==> config.mk <==
export PLATFORM = sky130hd
export DESIGN_NAME = axi_ddr_port_merger
export DESIGN_NICKNAME = d
export VERILOG_FILES = /design/src/rtl/axi_ddr_port_merger_pkg.sv /design/src/rtl/axi_ddr_port_merger_arbiter.sv /design/src/rtl/axi_ddr_port_merger.sv
export SDC_FILE = /design/constraint.sdc
export NUM_CORES = 1
export LEC_CHECK = 0
export ABC_AREA = 1
export CAP_MARGIN = 15
export CORE_AREA = 8 8 293 295
export CTS_CLUSTER_SIZE = 8
export DETAILED_ROUTE_END_ITERATION = 6
export DIE_AREA = 0 0 301 303
export PLACE_DENSITY_LB_ADDON = 0.05
export SLEW_MARGIN = 10
export SYNTH_ARGS = -nofsm -noshare
export SYNTH_HDL_FRONTEND = slang
export SYNTH_HIERARCHICAL = 1
export SYNTH_SLANG_ARGS = --single-unit
==> constraint.sdc <==
create_clock -name io_memoryClk -period 1.63 [get_ports io_memoryClk]
set_input_delay 0.2445 -clock io_memoryClk [delete_from_list [all_inputs] [get_ports io_memoryClk]]
set_output_delay 0.2445 -clock io_memoryClk [all_outputs]
set_load 0.005 [all_outputs]
==> src/rtl/axi_ddr_port_merger_pkg.sv <==
`default_nettype none
// ============================================================================
// Module      : axi_ddr_port_merger_pkg
// Description : Shared types and constants for the AXI4 to DDR-port merger.
// Revision    : 1.0 - initial release
// ============================================================================
package axi_ddr_port_merger_pkg;

  // Downstream DDR port carries a fixed 8-bit transaction ID
  localparam int DDR_ID_WIDTH = 8;

  // Shared address channel direction select
  localparam logic ATYPE_WRITE = 1'b1;
  localparam logic ATYPE_READ  = 1'b0;

  // Transaction sequencer states
  typedef enum logic [2:0] {
    ST_IDLE   = 3'd0,
    ST_A_REQ  = 3'd1,
    ST_W_DATA = 3'd2,
    ST_B_RESP = 3'd3,
    ST_R_DATA = 3'd4
  } state_e;

endpackage
`default_nettype wire

==> src/rtl/axi_ddr_port_merger_arbiter.sv <==
`default_nettype none
// ============================================================================
// Module      : axi_rr_arbiter2
// Description : Two-request (write/read) round-robin arbiter. The request that
//               was not granted last wins a tie; reset favours read first.
// Revision    : 1.0 - initial release
// ============================================================================
module axi_rr_arbiter2
  import axi_ddr_port_merger_pkg::*;
(
  input  logic clk,
  input  logic resetn,
  input  logic i_en,
  input  logic i_req_wr,
  input  logic i_req_rd,
  output logic o_gnt_wr,
  output logic o_gnt_rd
);

  // Direction of the most recent grant (ATYPE_WRITE / ATYPE_READ)
  logic r_last_grant;

  assign o_gnt_wr = i_en & i_req_wr & (~i_req_rd | (r_last_grant == ATYPE_READ));
  assign o_gnt_rd = i_en & i_req_rd & ~o_gnt_wr;

  // Remember who won so the other side gets priority on the next tie
  always_ff @(posedge clk) begin
    if (!resetn) begin
      r_last_grant <= ATYPE_WRITE;
    end else if (o_gnt_wr) begin
      r_last_grant <= ATYPE_WRITE;
    end else if (o_gnt_rd) begin
      r_last_grant <= ATYPE_READ;
    end
  end

endmodule
`default_nettype wire

==> src/rtl/axi_ddr_port_merger.sv <==
`default_nettype none
// ============================================================================
// Module      : axi_ddr_port_merger
// Description : AXI4 slave to DDR-port master bridge. Merges AW/AR onto one
//               shared address channel and keeps one transaction in flight.
//               Flags write bursts whose wlast disagrees with awlen.
// Revision    : 1.0 - initial release
// ============================================================================
module axi_ddr_port_merger
  import axi_ddr_port_merger_pkg::*;
#(
  parameter int DATA_WIDTH = 128,  // 32/64/128/256/512/1024
  parameter int ID_WIDTH   = 8,
  parameter int ADDR_WIDTH = 32
) (
  input  logic                    io_memoryClk,
  input  logic                    resetn,
  // AXI write address
  input  logic [ID_WIDTH-1:0]     s_awid,
  input  logic [ADDR_WIDTH-1:0]   s_awaddr,
  input  logic [7:0]              s_awlen,
  input  logic [2:0]              s_awsize,
  input  logic [1:0]              s_awburst,
  input  logic                    s_awlock,
  input  logic                    s_awvalid,
  output logic                    s_awready,
  // AXI write data
  input  logic [DATA_WIDTH-1:0]   s_wdata,
  input  logic [DATA_WIDTH/8-1:0] s_wstrb,
  input  logic                    s_wlast,
  input  logic                    s_wvalid,
  output logic                    s_wready,
  // AXI write response
  output logic [ID_WIDTH-1:0]     s_bid,
  output logic [1:0]              s_bresp,
  output logic                    s_bvalid,
  input  logic                    s_bready,
  // AXI read address
  input  logic [ID_WIDTH-1:0]     s_arid,
  input  logic [ADDR_WIDTH-1:0]   s_araddr,
  input  logic [7:0]              s_arlen,
  input  logic [2:0]              s_arsize,
  input  logic [1:0]              s_arburst,
  input  logic                    s_arlock,
  input  logic                    s_arvalid,
  output logic                    s_arready,
  // AXI read data
  output logic [ID_WIDTH-1:0]     s_rid,
  output logic [DATA_WIDTH-1:0]   s_rdata,
  output logic [1:0]              s_rresp,
  output logic                    s_rlast,
  output logic                    s_rvalid,
  input  logic                    s_rready,
  // DDR shared address channel
  output logic [7:0]              m_aid,
  output logic [31:0]             m_aaddr,
  output logic [7:0]              m_alen,
  output logic [2:0]              m_asize,
  output logic [1:0]              m_aburst,
  output logic [1:0]              m_alock,
  output logic                    m_atype,
  output logic                    m_avalid,
  input  logic                    m_aready,
  // DDR write data
  output logic [DATA_WIDTH-1:0]   m_wdata,
  output logic [DATA_WIDTH/8-1:0] m_wstrb,
  output logic                    m_wlast,
  output logic                    m_wvalid,
  input  logic                    m_wready,
  // DDR write response
  input  logic [7:0]              m_bid,
  input  logic                    m_bvalid,
  output logic                    m_bready,
  // DDR read data
  input  logic [7:0]              m_rid,
  input  logic [DATA_WIDTH-1:0]   m_rdata,
  input  logic [1:0]              m_rresp,
  input  logic                    m_rlast,
  input  logic                    m_rvalid,
  output logic                    m_rready,
  // Sticky protocol error
  output logic                    err_wlast
);

  state_e     r_state;
  logic [7:0] r_beat;
  logic       w_gnt_wr;
  logic       w_gnt_rd;
  logic       w_arb_en;
  logic       w_st_w;
  logic       w_st_b;
  logic       w_st_r;
  logic       w_w_hs;

  // Arbitration only happens in IDLE and never while reset is asserted,
  // so the combinational AXI readies stay low during reset
  assign w_arb_en = (r_state == ST_IDLE) & resetn;

  axi_rr_arbiter2 u_arb (
    .clk      (io_memoryClk),
    .resetn   (resetn),
    .i_en     (w_arb_en),
    .i_req_wr (s_awvalid),
    .i_req_rd (s_arvalid),
    .o_gnt_wr (w_gnt_wr),
    .o_gnt_rd (w_gnt_rd)
  );

  assign s_awready = w_gnt_wr;
  assign s_arready = w_gnt_rd;

  assign w_st_w = (r_state == ST_W_DATA);
  assign w_st_b = (r_state == ST_B_RESP);
  assign w_st_r = (r_state == ST_R_DATA);
  assign w_w_hs = w_st_w & s_wvalid & m_wready;

  // Data/ID paths are always forwarded; only the handshakes are state-gated
  assign m_wdata  = s_wdata;
  assign m_wstrb  = s_wstrb;
  assign m_wlast  = s_wlast;
  assign m_wvalid = w_st_w & s_wvalid;
  assign s_wready = w_st_w & m_wready;

  assign s_bid    = ID_WIDTH'(m_bid);
  assign s_bresp  = 2'b00;
  assign s_bvalid = w_st_b & m_bvalid;
  assign m_bready = w_st_b & s_bready;

  assign s_rid    = ID_WIDTH'(m_rid);
  assign s_rdata  = m_rdata;
  assign s_rresp  = m_rresp;
  assign s_rlast  = m_rlast;
  assign s_rvalid = w_st_r & m_rvalid;
  assign m_rready = w_st_r & s_rready;

  // Transaction sequencer: latch the granted request, present it downstream,
  // then pass data through until the burst or response completes
  always_ff @(posedge io_memoryClk) begin
    if (!resetn) begin
      r_state   <= ST_IDLE;
      r_beat    <= 8'd0;
      err_wlast <= 1'b0;
      m_avalid  <= 1'b0;
      m_aid     <= 8'd0;
      m_aaddr   <= 32'd0;
      m_alen    <= 8'd0;
      m_asize   <= 3'd0;
      m_aburst  <= 2'd0;
      m_alock   <= 2'd0;
      m_atype   <= 1'b0;
    end else begin
      case (r_state)
        ST_IDLE: begin
          if (w_gnt_wr) begin
            m_aid    <= DDR_ID_WIDTH'(s_awid);
            m_aaddr  <= 32'(s_awaddr);
            m_alen   <= s_awlen;
            m_asize  <= s_awsize;
            m_aburst <= s_awburst;
            m_alock  <= {1'b0, s_awlock};
            m_atype  <= ATYPE_WRITE;
            m_avalid <= 1'b1;
            r_state  <= ST_A_REQ;
          end else if (w_gnt_rd) begin
            m_aid    <= DDR_ID_WIDTH'(s_arid);
            m_aaddr  <= 32'(s_araddr);
            m_alen   <= s_arlen;
            m_asize  <= s_arsize;
            m_aburst <= s_arburst;
            m_alock  <= {1'b0, s_arlock};
            m_atype  <= ATYPE_READ;
            m_avalid <= 1'b1;
            r_state  <= ST_A_REQ;
          end
        end
        ST_A_REQ: begin
          if (m_aready) begin
            m_avalid <= 1'b0;
            r_state  <= (m_atype == ATYPE_WRITE) ? ST_W_DATA : ST_R_DATA;
          end
        end
        ST_W_DATA: begin
          if (w_w_hs) begin
            if (r_beat == m_alen) begin
              r_beat  <= 8'd0;
              r_state <= ST_B_RESP;
              if (!s_wlast) err_wlast <= 1'b1;
            end else begin
              r_beat <= r_beat + 8'd1;
              if (s_wlast) err_wlast <= 1'b1;
            end
          end
        end
        ST_B_RESP: begin
          if (m_bvalid && s_bready) r_state <= ST_IDLE;
        end
        ST_R_DATA: begin
          if (m_rvalid && s_rready && m_rlast) r_state <= ST_IDLE;
        end
        default: r_state <= ST_IDLE;
      endcase
    end
  end

endmodule
`default_nettype wire

==> results of run 1 <==
-- kinds of logic (layout without fill, tap and decap cells) --
| logic type | Yosys count | count (layout) | share of synthesized area (%) |
|---|---|---|---|
| compound gates | 125 | 125 | 13.1 |
| fa+ha+maj | 1 | 1 | 0.232 |
| flops | 69 | 69 | 25.6 |
| simple gates | 186 | 186 | 14.6 |
| other cells | 1 | 4 | 0.0694 |
| buf+inv | 353 | 296 | 45.3 |
| xor+xnor | 7 | 7 | 1.13 |
-- cell usage in the layout (no fill, tap or decap), drive strengths merged --
master           n
nand4            2
a41oi            1
clkbuf          13
conb             3
a21oi           11
diode            1
clkinvlp         1
clkdlybuf4s15    2
nor2            22
a211oi           1
clkdlybuf4s50  171
dlygate4sd2      5
buf             68
dlymetal6s2s     1
and3             1
o21ai           57
inv             28
nor4             2
xnor2            5
nor3             7
xor2             2
dfxtp           69
o31ai            1
clkinv           5
bufbuf           1
nand2          140
nand3           12
a31oi           54
bufinv           1
ha               1
-- final cells by class --
class	count	area, sq um	share of cell area (%)
Clock inverter	6	61.3	0.818
Timing Repair Buffer	251	2600	34.7
Antenna cell	1	2.50	0.0334
Multi-Input combinational cell	322	1730	23.1
Tap cell	1070	1340	17.9
Clock buffer	10	239	3.19
Inverter	29	126	1.69
Sequential cell	69	1400	18.6
-- per-layer routing --
metal / wire length (um) / up-vias / global-route usage, %
li1: - / 1984 / -
met1: 11400 / 1941 / 6.04
met2: 13000 / 303 / 8.74
met3: 3710 / 124 / 3.91
met4: 1790 / 4 / 4.89
met5: 27 / - / 0.162
-- power breakdown --
| part | internal [W] | switching, W | leakage [nW] |
|---|---|---|---|
| Clock | 0.00123 | 0.00102 | 0.149 |
| Combinational | 0.00222 | 0.00197 | 1.90 |
| Sequential | 0.00222 | 0.000355 | 0.568 |
| Total | 0.00567 | 0.00334 | 2.61 |
-- critical path, cell delays in order (launching register included) --
cell and delay [ns]:
dfxtp_2 0.33, inv_2 0.07, nand2_4 0.06, nor3_4 0.16
buf_4 0.15, nand2_2 0.05, inv_2 0.06, a21oi_2 0.06
buf_4 0.14, o21ai_4 0.14, clkinv_4 0.11, buf_12 0.16
buf_12 0.16, o21ai_1 0.14, a31oi_1 0.06
-- per-stage QoR --
stage	power, W	cells	TNS [ns]	setup slack [ns]
3_3_place_gp	0.00643	1728	-21.52	-0.370
5_1_grt	0.00984	1758	-26.16	-0.497
4_1_cts	0.00906	1748	-22.21	-0.396
6_report	0.00901	1758	-17.28	-0.357
2_1_floorplan	0.00433	744	0	0.0335
3_5_place_dp	0.00636	1728	-20.24	-0.394
-- flip-flops by register name, indices dropped and copies added, names as in the netlist --
name                count
m_avalid                1
m_aid                   8
m_alock                 1
r_beat                  8
u_arb/r_last_grant      1
m_atype                 1
m_aburst                2
m_aaddr                32
r_state                 3
m_alen                  8
m_asize                 3
err_wlast               1
-- path summary, 6_finish.rpt --
check                                        startpoint  cells after the start                endpoint
worst max-delay path            r_state[2]$_SDFFE_PN0P_                     14   m_aid[7]$_SDFFE_PN0P_
worst min-delay path                             resetn                      4  err_wlast$_SDFFE_PN0P_
worst max register to register  r_state[2]$_SDFFE_PN0P_                     14   m_aid[7]$_SDFFE_PN0P_
worst min register to register   err_wlast$_SDFFE_PN0P_                      2  err_wlast$_SDFFE_PN0P_
-- what timing repair did --
| action | 4_1_cts | 5_1_grt |
|---|---|---|
| setup endpoints to repair | 87 | 76 |
| gates cloned | 1 | 5 |
| gates resized for setup | 84 | 40 |
| pin swaps | 6 | 7 |
| buffers inserted | 4 | 4 |
==> results by group, run 1 <==
STA
  – Tmin final: ~2.0 ns
  – Period utilisation layout: 122%
  – RSZ-0062 raised after global routing: true
  – Final setup fails: 61
  – Hold slack: between 0.3 and 0.4 ns
  – Slew @ Worst Pin: between 0.8 and 0.9 ns
  – Slew Limit Fails: 0
  – Final Skew: slightly above 0.007 ns
  – Slew HR: 41.0%
  – Max Clk Rate: 503 MHz
  – Final WS setup: -0.357 ns
  – Fin. Hold Viols: 0

Global route
  – Antenna violations before repair: 3
  – GRT Util Overall: 6.03%
  – First-pass GRT wire length: between 30,000 and 40,000 um
  – Gr ovfl total: 0
  – Vias in the first global route: about 4,900
  – Pin count of the biggest net entering global routing: just over 60

Routing
  – Final ANT Viol Nets: 0
  – WL/cell: 17.0 um
  – Routed wire length: between 20,000 and 30,000 um
  – Vias per inst: 2.48
  – First-pass detailed-route iteration total: 4
  – DR vias: about 4,400
  – Drt initial violations: about 160
  – DRC Markers: 0

Logic synthesis
  – Warnings, synthesis: 6
  – Mean post-synth cell area: approximately 7.3 sq um
  – Top_reg_cell synth: dfxtp_1
  – Share of the synthesized area in the top cell type: between 40% and 50%
  – Post-synth EDFFs: 0
  – Seq cells post-synth: between 60 and 70
  – Count leader, synth: buf_4
  – Count of cell types in the netlist: 33
  – Leading area contributor after synthesis: buf_4
  – Mapped Area: roughly 5400 sq um
  – Mapped Cells: roughly 740
  – Synth cell count leaders: buf_4, nand2_1, dfxtp_1
  – Synth async-reset ratio: 0%
  – Top post-synthesis cells by area: buf_4, dfxtp_1, nand2_1
  – Post-synthesis sequential area ratio: about 26%

Worst setup path
  – Crit. End Element: register
  – Peak fanout along the critical path: 18
  – Worst EP arrival: between 2 and 2.5 ns
  – Register-to-register setup slack: -0.36 ns
  – WS Path Type: reg2reg
  – Startpoint types: register
  – Crit path required time: 1.90 ns

Layout
  – Finished Cell Area: 7500 sq um
  – Post-layout net count: 1,094
  – Fin util: a little under a tenth
  – Share of layout cells above drive strength 1: roughly a fifth
  – Fillers: 9,524
  – Syn-to-layout area delta: 38.7%

Floorplan
  – Starting Density: 6.65%
  – Die ar.: 91,200 sq um
  – Core box area: between 80,000 and 90,000 sq um
  – Core Rows: ~110
  – Die Wd: around 300 um
  – I/O pin count: slightly below 800
  – Die height: around 300 um

Clock network
  – CTS Hold Bufs: 0
  – Num CTS Buffers: 9
  – TritonCTS sink count: approximately 70
  – CTS H-Tree Depth: 3
  – Root buf cell: clkbuf_16
  – Max Root-Sink Buffers: 2
  – Clk_lat worst skew: ~0.39 ns
  – CTS tree: built
  – Reg clk slew, reported paths: roughly 0.070 ns

Min path
  – Hold Path Class: in2reg

Status
  – Failing checks: setup timing
  – Status: finished, violations left

Power
  – P_leak: 2.61 nW
  – PwrDens: ~1200 nW/um^2
  – Worst VDD drop: 0.422 mV

Run
  – Max_cap viols: 0

Placement
  – HPWL Detailed: 21,400 um
  – Dpl cell area: around 6800 sq um
  – RePlAce Congestion: roughly 0.6
  – # port buffers: 187
Power figures use the tool's default switching activity.
==> run 2, diff against run 1 <==
--- a/config.mk
+++ b/config.mk
@@ -5,12 +5,11 @@
 export SDC_FILE = /design/constraint.sdc
 export NUM_CORES = 1
 export LEC_CHECK = 0
-export ABC_AREA = 1
 export CAP_MARGIN = 15
-export CORE_AREA = 8 8 293 295
+export CORE_AREA = 8 8 291 293
 export CTS_CLUSTER_SIZE = 8
 export DETAILED_ROUTE_END_ITERATION = 6
-export DIE_AREA = 0 0 301 303
+export DIE_AREA = 0 0 299 301
 export PLACE_DENSITY_LB_ADDON = 0.05
 export SLEW_MARGIN = 10
 export SYNTH_ARGS = -nofsm -noshare
==> run 2 against run 1 <==
- the run still ends with setup timing left
- die area down 1.3%
- final cell count decreased by 5.3%
- routed wire length increased by 12%
- power down 29%
- sequential power down 22%
- combinational power down 48%
- critical path type unchanged
- critical endpoint unchanged
- synthesized cell count fell by 14%
- non-clock buffer count rose by 21
- highest routed layer unchanged
==> results by group, run 2 <==
Floorplan
  – Core box area: ~80,000 sq um
  – Core Rows: about 100
  – Die Wd: between 200 and 300 um
  – Starting Density: between 7 and 8%
  – Die height: 301 um
  – I/O pin count: roughly 770
  – Die ar.: between 80,000 and 90,000 sq um

Clock network
  – Reg clk slew, reported paths: about 0.080 ns
  – Clk_lat worst skew: between 0.3 and 0.4 ns
  – Num CTS Buffers: 9
  – CTS tree: built
  – Root buf cell: clkbuf_16
  – TritonCTS sink count: 69
  – Max Root-Sink Buffers: 2
  – CTS H-Tree Depth: 3
  – CTS Hold Bufs: 0

STA
  – Fin. Hold Viols: 0
  – Final Skew: 0.0141 ns
  – Max Clk Rate: roughly 500 MHz
  – Hold slack: 0.325 ns
  – Final setup fails: 73
  – Period utilisation layout: 126%
  – Slew Limit Fails: 0
  – Tmin final: between 2 and 2.5 ns
  – Final WS setup: -0.417 ns
  – RSZ-0062 raised after global routing: true

Routing
  – WL/cell: about 20 um
  – DRC Markers: 0
  – DR vias: 4,111
  – Final ANT Viol Nets: 0
  – Routed wire length: 33,400 um
  – Vias per inst: about 2.5
  – First-pass detailed-route iteration total: 4
  – Drt initial violations: roughly 200

Worst setup path
  – Startpoint types: register
  – Peak fanout along the critical path: 7
  – Register-to-register setup slack: -0.42 ns
  – Worst EP arrival: between 2 and 2.5 ns
  – FF-to-FF End: m_aid[7]$_SDFFE_PN0P_
  – Crit-path slowest cell: dfxtp_4
  – Reg2reg start: r_state[0]$_SDFFE_PN0P_
  – Largest stage delay on the critical path: around 0.36 ns
  – WS Path Type: reg2reg
  – Buf+Inv Stages, Crit Path: 5
  – Crit. End Element: register
  – Worst-case reg-to-reg path depth: 11
  – Critical Path, Cell by Cell: nor3_4 > and2_4 > nand2_4 > a21oi_4 > buf_12 > buf_6 > o21a_4 > buf_12 > buf_12 > clkbuf_16 > o211a_1
  – Crit path max-delay family: buffers and inverters
  – CP dominant cell by count: buf_12
  – Crit path required time: 1.94 ns

Global route
  – GRT Util Overall: roughly 7%
  – Antenna violations before repair: 1
  – Pin count of the biggest net entering global routing: 35
  – Gr ovfl total: 0
  – Vias in the first global route: around 4,700
  – First-pass GRT wire length: 42,500 um

Logic synthesis
  – Warnings, synthesis: 6
  – Share of the synthesized area in the top cell type: between 30% and 40%
  – Seq cells post-synth: about 70
  – Mean post-synth cell area: just under 9 sq um
  – Top post-synthesis cells by area: buf_4, dfxtp_1, mux2i_1
  – Top_reg_cell synth: dfxtp_1
  – Leading area contributor after synthesis: buf_4
  – Synth cell count leaders: buf_4, dfxtp_1, nand2_1
  – Synth async-reset ratio: 0%
  – Mapped Cells: ~640
  – Count of cell types in the netlist: between 40 and 50
  – Post-synthesis sequential area ratio: about 25%
  – Count leader, synth: buf_4
  – Post-synth EDFFs: 0
  – Mapped Area: 5600 sq um

Run
  – Max_cap viols: 0

Status
  – Failing checks: setup timing
  – Status: finished, violations left

Min path
  – Hold Path Cell Cnt: 4
  – Hold Path Class: in2reg
  – Hold worst-path end: u_arb/r_last_grant$_SDFFE_PP1P_
  – Hold Startpoint: resetn

Placement
  – RePlAce Congestion: around 0.64
  – # port buffers: 187
  – HPWL Detailed: 24,700 um

Layout
  – Most common library cell in the layout ignoring fill and taps: clkdlybuf4s50_1
  – Inserted Diodes: 0
  – Syn-to-layout area delta: 43.5%
  – Fin util: between 10% and 20%
  – Top reg by flops: m_aaddr
  – Post-layout net count: roughly 1,000
  – Most frequent cells in the layout: clkdlybuf4s50_1, dfxtp_1, nand2_1, o211a_1, buf_4
  – Share of layout cells above drive strength 1: a little over a quarter
  – Largest register FFs: 32

Power
  – PwrDens: about 800 nW/um^2
  – Worst VDD drop: ~0.42 mV
  – P_leak: 3.20 nW
-- run 2: routing by layer --
metal	up-vias	track usage [%]	wire length, um
met5	-	0.216	36
met4	4	4.02	1640
met2	354	11.2	15700
met1	1867	6.39	11000
li1	1752	-	-
met3	134	5.19	5060
-- run 2: power by group --
group	switching (W)	internal (W)	total (W)	leakage, nW
clock network	0.000961	0.00123	0.00219	0.147
logic	0.000889	0.00128	0.00217	2.49
registers	0.000127	0.00189	0.00201	0.570
-- run 2: worst reg2reg max path: stages (launching register included) --
cell and delay, ns:
dfxtp_4 0.36, nor3_4 0.22, and2_4 0.19, nand2_4 0.06, a21oi_4 0.15, buf_12 0.15, buf_6 0.10, o21a_4 0.16
buf_12 0.14, buf_12 0.14, clkbuf_16 0.18, o211a_1 0.14
-- run 2: worst max path at each step --
stage                                  startpoint                  endpoint  cells past startpoint
after detailed placement                s_awvalid   m_aaddr[3]$_SDFFE_PN0P_                      8
after global placement                  s_awvalid   m_aaddr[9]$_SDFFE_PN0P_                      8
final                     r_state[0]$_SDFFE_PN0P_     m_aid[7]$_SDFFE_PN0P_                     11
after global routing      r_state[0]$_SDFFE_PN0P_   m_asize[2]$_SDFFE_PN0P_                     11
after floorplan           r_state[0]$_SDFFE_PN0P_  m_aaddr[21]$_SDFFE_PN0P_                      9
after CTS                 r_state[1]$_SDFFE_PN0P_  m_aaddr[26]$_SDFFE_PN0P_                     11
-- run 2: final cells by class --
type | count | area [sq um]
inverter | 2 | 7.51
fill | 9238 | 71900
multi-input combinational | 245 | 2120
tap | 1060 | 1330
timing repair buffer | 272 | 2900
sequential | 69 | 1390
clock inverter | 4 | 46.3
clock buffer | 12 | 246
-- run 2: cell families after synthesis --
group / Yosys count / synth area share [%]
AO/OA/AOI/OAI: 68 / 11.6
other: 1 / 0.0669
flip-flops: 69 / 24.7
adder cells (fa/ha/maj): 1 / 0.223
AND/OR/NAND/NOR: 104 / 9.20
XOR/XNOR: 15 / 2.35
buffers and inverters: 325 / 42.3
multiplexers: 54 / 9.65
-- run 2: timing repair --
action	4_1_cts	5_1_grt
buffers inserted	18	8
endpoints found under the setup margin	84	75
cloned	9	2
endpoints found under the hold margin	0	0
pin swaps	14	8
resized for setup	94	32
-- run 2: stage by stage --
step | worst slack [ns] | area (sq um) | cells | TNS (ns) | total power, W
after floorplan | -0.0781 | 5730 | 639 | -3.71 | 0.00325
after global placement | -0.502 | 7000 | 1619 | -24.50 | 0.00385
after detailed placement | -0.512 | 7000 | 1619 | -25.62 | 0.00384
after CTS | -0.434 | 7920 | 1660 | -24.99 | 0.00670
after global routing | -0.510 | 8040 | 1664 | -29.28 | 0.00684
final | -0.417 | 8040 | 1664 | -22.13 | 0.00637
==> run 3, diff against run 2 <==
--- a/config.mk
+++ b/config.mk
@@ -6,10 +6,12 @@
 export NUM_CORES = 1
 export LEC_CHECK = 0
 export CAP_MARGIN = 15
-export CORE_AREA = 8 8 291 293
+export CELL_PAD_IN_SITES_DETAIL_PLACEMENT = 1
+export CELL_PAD_IN_SITES_GLOBAL_PLACEMENT = 1
+export CORE_AREA = 8 8 295 297
 export CTS_CLUSTER_SIZE = 8
 export DETAILED_ROUTE_END_ITERATION = 6
-export DIE_AREA = 0 0 299 301
+export DIE_AREA = 0 0 303 305
 export PLACE_DENSITY_LB_ADDON = 0.05
 export SLEW_MARGIN = 10
 export SYNTH_ARGS = -nofsm -noshare
==> run 3 against run 2 <==
- the run still ends with setup timing left
- maximum frequency is 5.7% higher
- final cell count is 0.12% higher
- clock power increased by 9%
- worst setup slack gained 0.11 ns
- routed wire length shrank 1.2%
- register-to-register slack improved by 0.11 ns
- cell area down 2.6%
- critical path depth decreased by 4
- highest routed layer unchanged
==> results by group, run 3 (synthesized netlist as in run 2, its figures left out) <==
Layout
  – Flip-flop and latch area: 1400 sq um
  – Fin util: roughly a tenth
  – Post-layout net count: roughly 990
  – Most frequent cells in the layout: clkdlybuf4s50_1, dfxtp_1, nand2_1, o211a_1, buf_4
  – Most common library cell in the layout ignoring fill and taps: clkdlybuf4s50_1
  – Multi-input gate area: 2090 sq um
  – Share of layout cells above drive strength 1: between 20% and 30%
  – Syn-to-layout area delta: 39.8%
  – Largest register FFs: 32
  – Finished Cell Area: roughly 7800 sq um
  – Fillers: slightly below 10,000
  – Top reg by flops: m_aaddr

Worst setup path
  – Crit-path slowest cell: dfxtp_4
  – Crit path required time: between 1 and 1.5 ns
  – Worst-case reg-to-reg path depth: 10
  – Largest stage delay on the critical path: 0.36 ns
  – Crit path max-delay family: simple AND/OR/NAND/NOR gates
  – Worst EP arrival: between 1.5 and 2 ns
  – Critical Path, Cell by Cell: nor3_4 > and2_4 > nand2_4 > a21oi_4 > buf_4 > buf_6 > buf_6
  – Buf+Inv Stages, Crit Path: 3
  – Crit. End Element: output port
  – WS Path Type: reg2out
  – CP dominant cell by count: buf_6
  – Crit path depth: 7
  – Startpoint types: register
  – Peak fanout along the critical path: 3
  – FF-to-FF End: m_alen[5]$_SDFFE_PN0P_
  – Register-to-register setup slack: -0.31 ns
  – Reg2reg start: r_state[2]$_SDFFE_PN0P_

Min path
  – Hold Startpoint: resetn
  – Hold Path Cell Cnt: 4
  – Hold worst-path end: u_arb/r_last_grant$_SDFFE_PP1P_
  – Hold Path Class: in2reg

Clock network
  – CTS tree: built
  – Max Root-Sink Buffers: 2
  – Clk_lat worst skew: between 0.3 and 0.4 ns
  – Root buf cell: clkbuf_16
  – Reg clk slew, reported paths: around 0.080 ns
  – TritonCTS sink count: 69
  – CTS H-Tree Depth: 3
  – Num CTS Buffers: 9

Floorplan
  – Die Wd: between 300 and 400 um
  – Core Rows: approximately 110
  – Die height: roughly 310 um
  – Starting Density: 6.78%
  – Core box area: 82,600 sq um
  – Die ar.: approximately 92,000 sq um
  – I/O pin count: around 770

STA
  – Final setup fails: 60
  – Max Clk Rate: around 520 MHz
  – Final WS setup: -0.307 ns
  – Tmin final: approximately 1.9 ns
  – Fin. Hold Viols: 0
  – Slew HR: around 62%
  – Slew @ Worst Pin: around 0.56 ns
  – RSZ-0062 raised after global routing: true
  – Period utilisation layout: 119%
  – Final Skew: ~0.01 ns
  – Slew Limit Fails: 0

Routing
  – DR vias: 4,047
  – WL/cell: around 20 um
  – Routed wire length: 33,000 um
  – First-pass detailed-route iteration total: 4
  – Vias per inst: roughly 2.4
  – Drt initial violations: 95
  – DRC Markers: 0
  – Final ANT Viol Nets: 0

Global route
  – First-pass GRT wire length: slightly above 40,000 um
  – Antenna violations before repair: 3
  – Vias in the first global route: 4,573
  – Gr ovfl total: 0
  – GRT Util Overall: roughly 6.5%
  – Pin count of the biggest net entering global routing: 36

Power
  – P_leak: slightly above 3 nW
  – PwrDens: between 800 and 900 nW/um^2
  – Worst VDD drop: around 0.46 mV

Placement
  – HPWL Detailed: approximately 26,000 um
  – Dpl cell area: just under 7000 sq um
  – # port buffers: 187
  – RePlAce Congestion: approximately 0.62

Run
  – Max_cap viols: 0

Status
  – Status: finished, violations left
  – Failing checks: setup timing
run 3: cell types whose count changed in the layout (fill, tap and decap cells not counted), moves of 4 or more:
cell / before / now
buf_4: 50 / 40
mux2i_1: 46 / 35
nor2_1: 1 / 8
buf_8: 4 / 0
nor2_2: 4 / 0
buf_16: 8 / 2
mux2i_2: 4 / 13
run 3: per-stage QoR:
stage	instances	hold WS [ns]	power (W)	worst slack, ns	setup TNS, ns
floorplan	639	0.351	0.00325	-0.0781	-3.71
global placement	1625	0.480	0.00387	-0.378	-21.21
detailed placement	1625	0.485	0.00387	-0.432	-22.19
CTS	1646	0.259	0.00654	-0.374	-20.77
global route	1664	0.320	0.00700	-0.452	-24.90
finish	1666	0.336	0.00650	-0.307	-16.52
run 3: cell type report:
type	instances	share of cell area, %
antenna	2	0.0639
clock buffer	9	2.88
clock inverter	6	1.13
inverter	2	0.0959
multi-input combinational	245	26.7
sequential	69	17.8
tap	1080	17.3
timing repair buffer	253	34.1
run 3: repair_timing:
| item | CTS | global route |
|---|---|---|
| setup endpoints to repair | 87 | 75 |
| gates cloned | 1 | 7 |
| buffers inserted | 5 | 12 |
| resized for setup | 87 | 24 |
| hold buffers | 0 | 0 |
| pin swaps | 9 | 7 |
run 3: worst max-delay path by stage:
stage	from	to	slack [ns]
after floorplan	r_state[0]$_SDFFE_PN0P_	m_aaddr[21]$_SDFFE_PN0P_	-0.08
after global placement	s_awvalid	m_asize[0]$_SDFFE_PN0P_	-0.38
after detailed placement	s_awvalid	m_aaddr[30]$_SDFFE_PN0P_	-0.43
after CTS	r_state[0]$_SDFFE_PN0P_	m_alen[0]$_SDFFE_PN0P_	-0.37
after global routing	r_state[2]$_SDFFE_PN0P_	m_asize[0]$_SDFFE_PN0P_	-0.45
final	r_state[2]$_SDFFE_PN0P_	s_awready	-0.31
run 3: where the power goes:
group          switching [W]  total (W)  internal (W)
Combinational       0.000873    0.00210       0.00123
Sequential          0.000130    0.00202       0.00189
Clock                0.00105    0.00238       0.00134
run 3: worst min-delay path, cell delays in order:
cell     delay, ns
buf_4         0.12
and2_4        0.17
nand2_4       0.07
a31oi_1       0.07
run 3: layer usage:
layer	part of all wire (%)	track usage, %	routed length, um	vias to the layer above
met1	34	5.84	11100	1848
met4	5.7	4.10	1880	4
met2	45	10.1	14900	348
met5	0.16	0.433	54	-
met3	15	5.00	5040	122
li1	-	-	-	1725
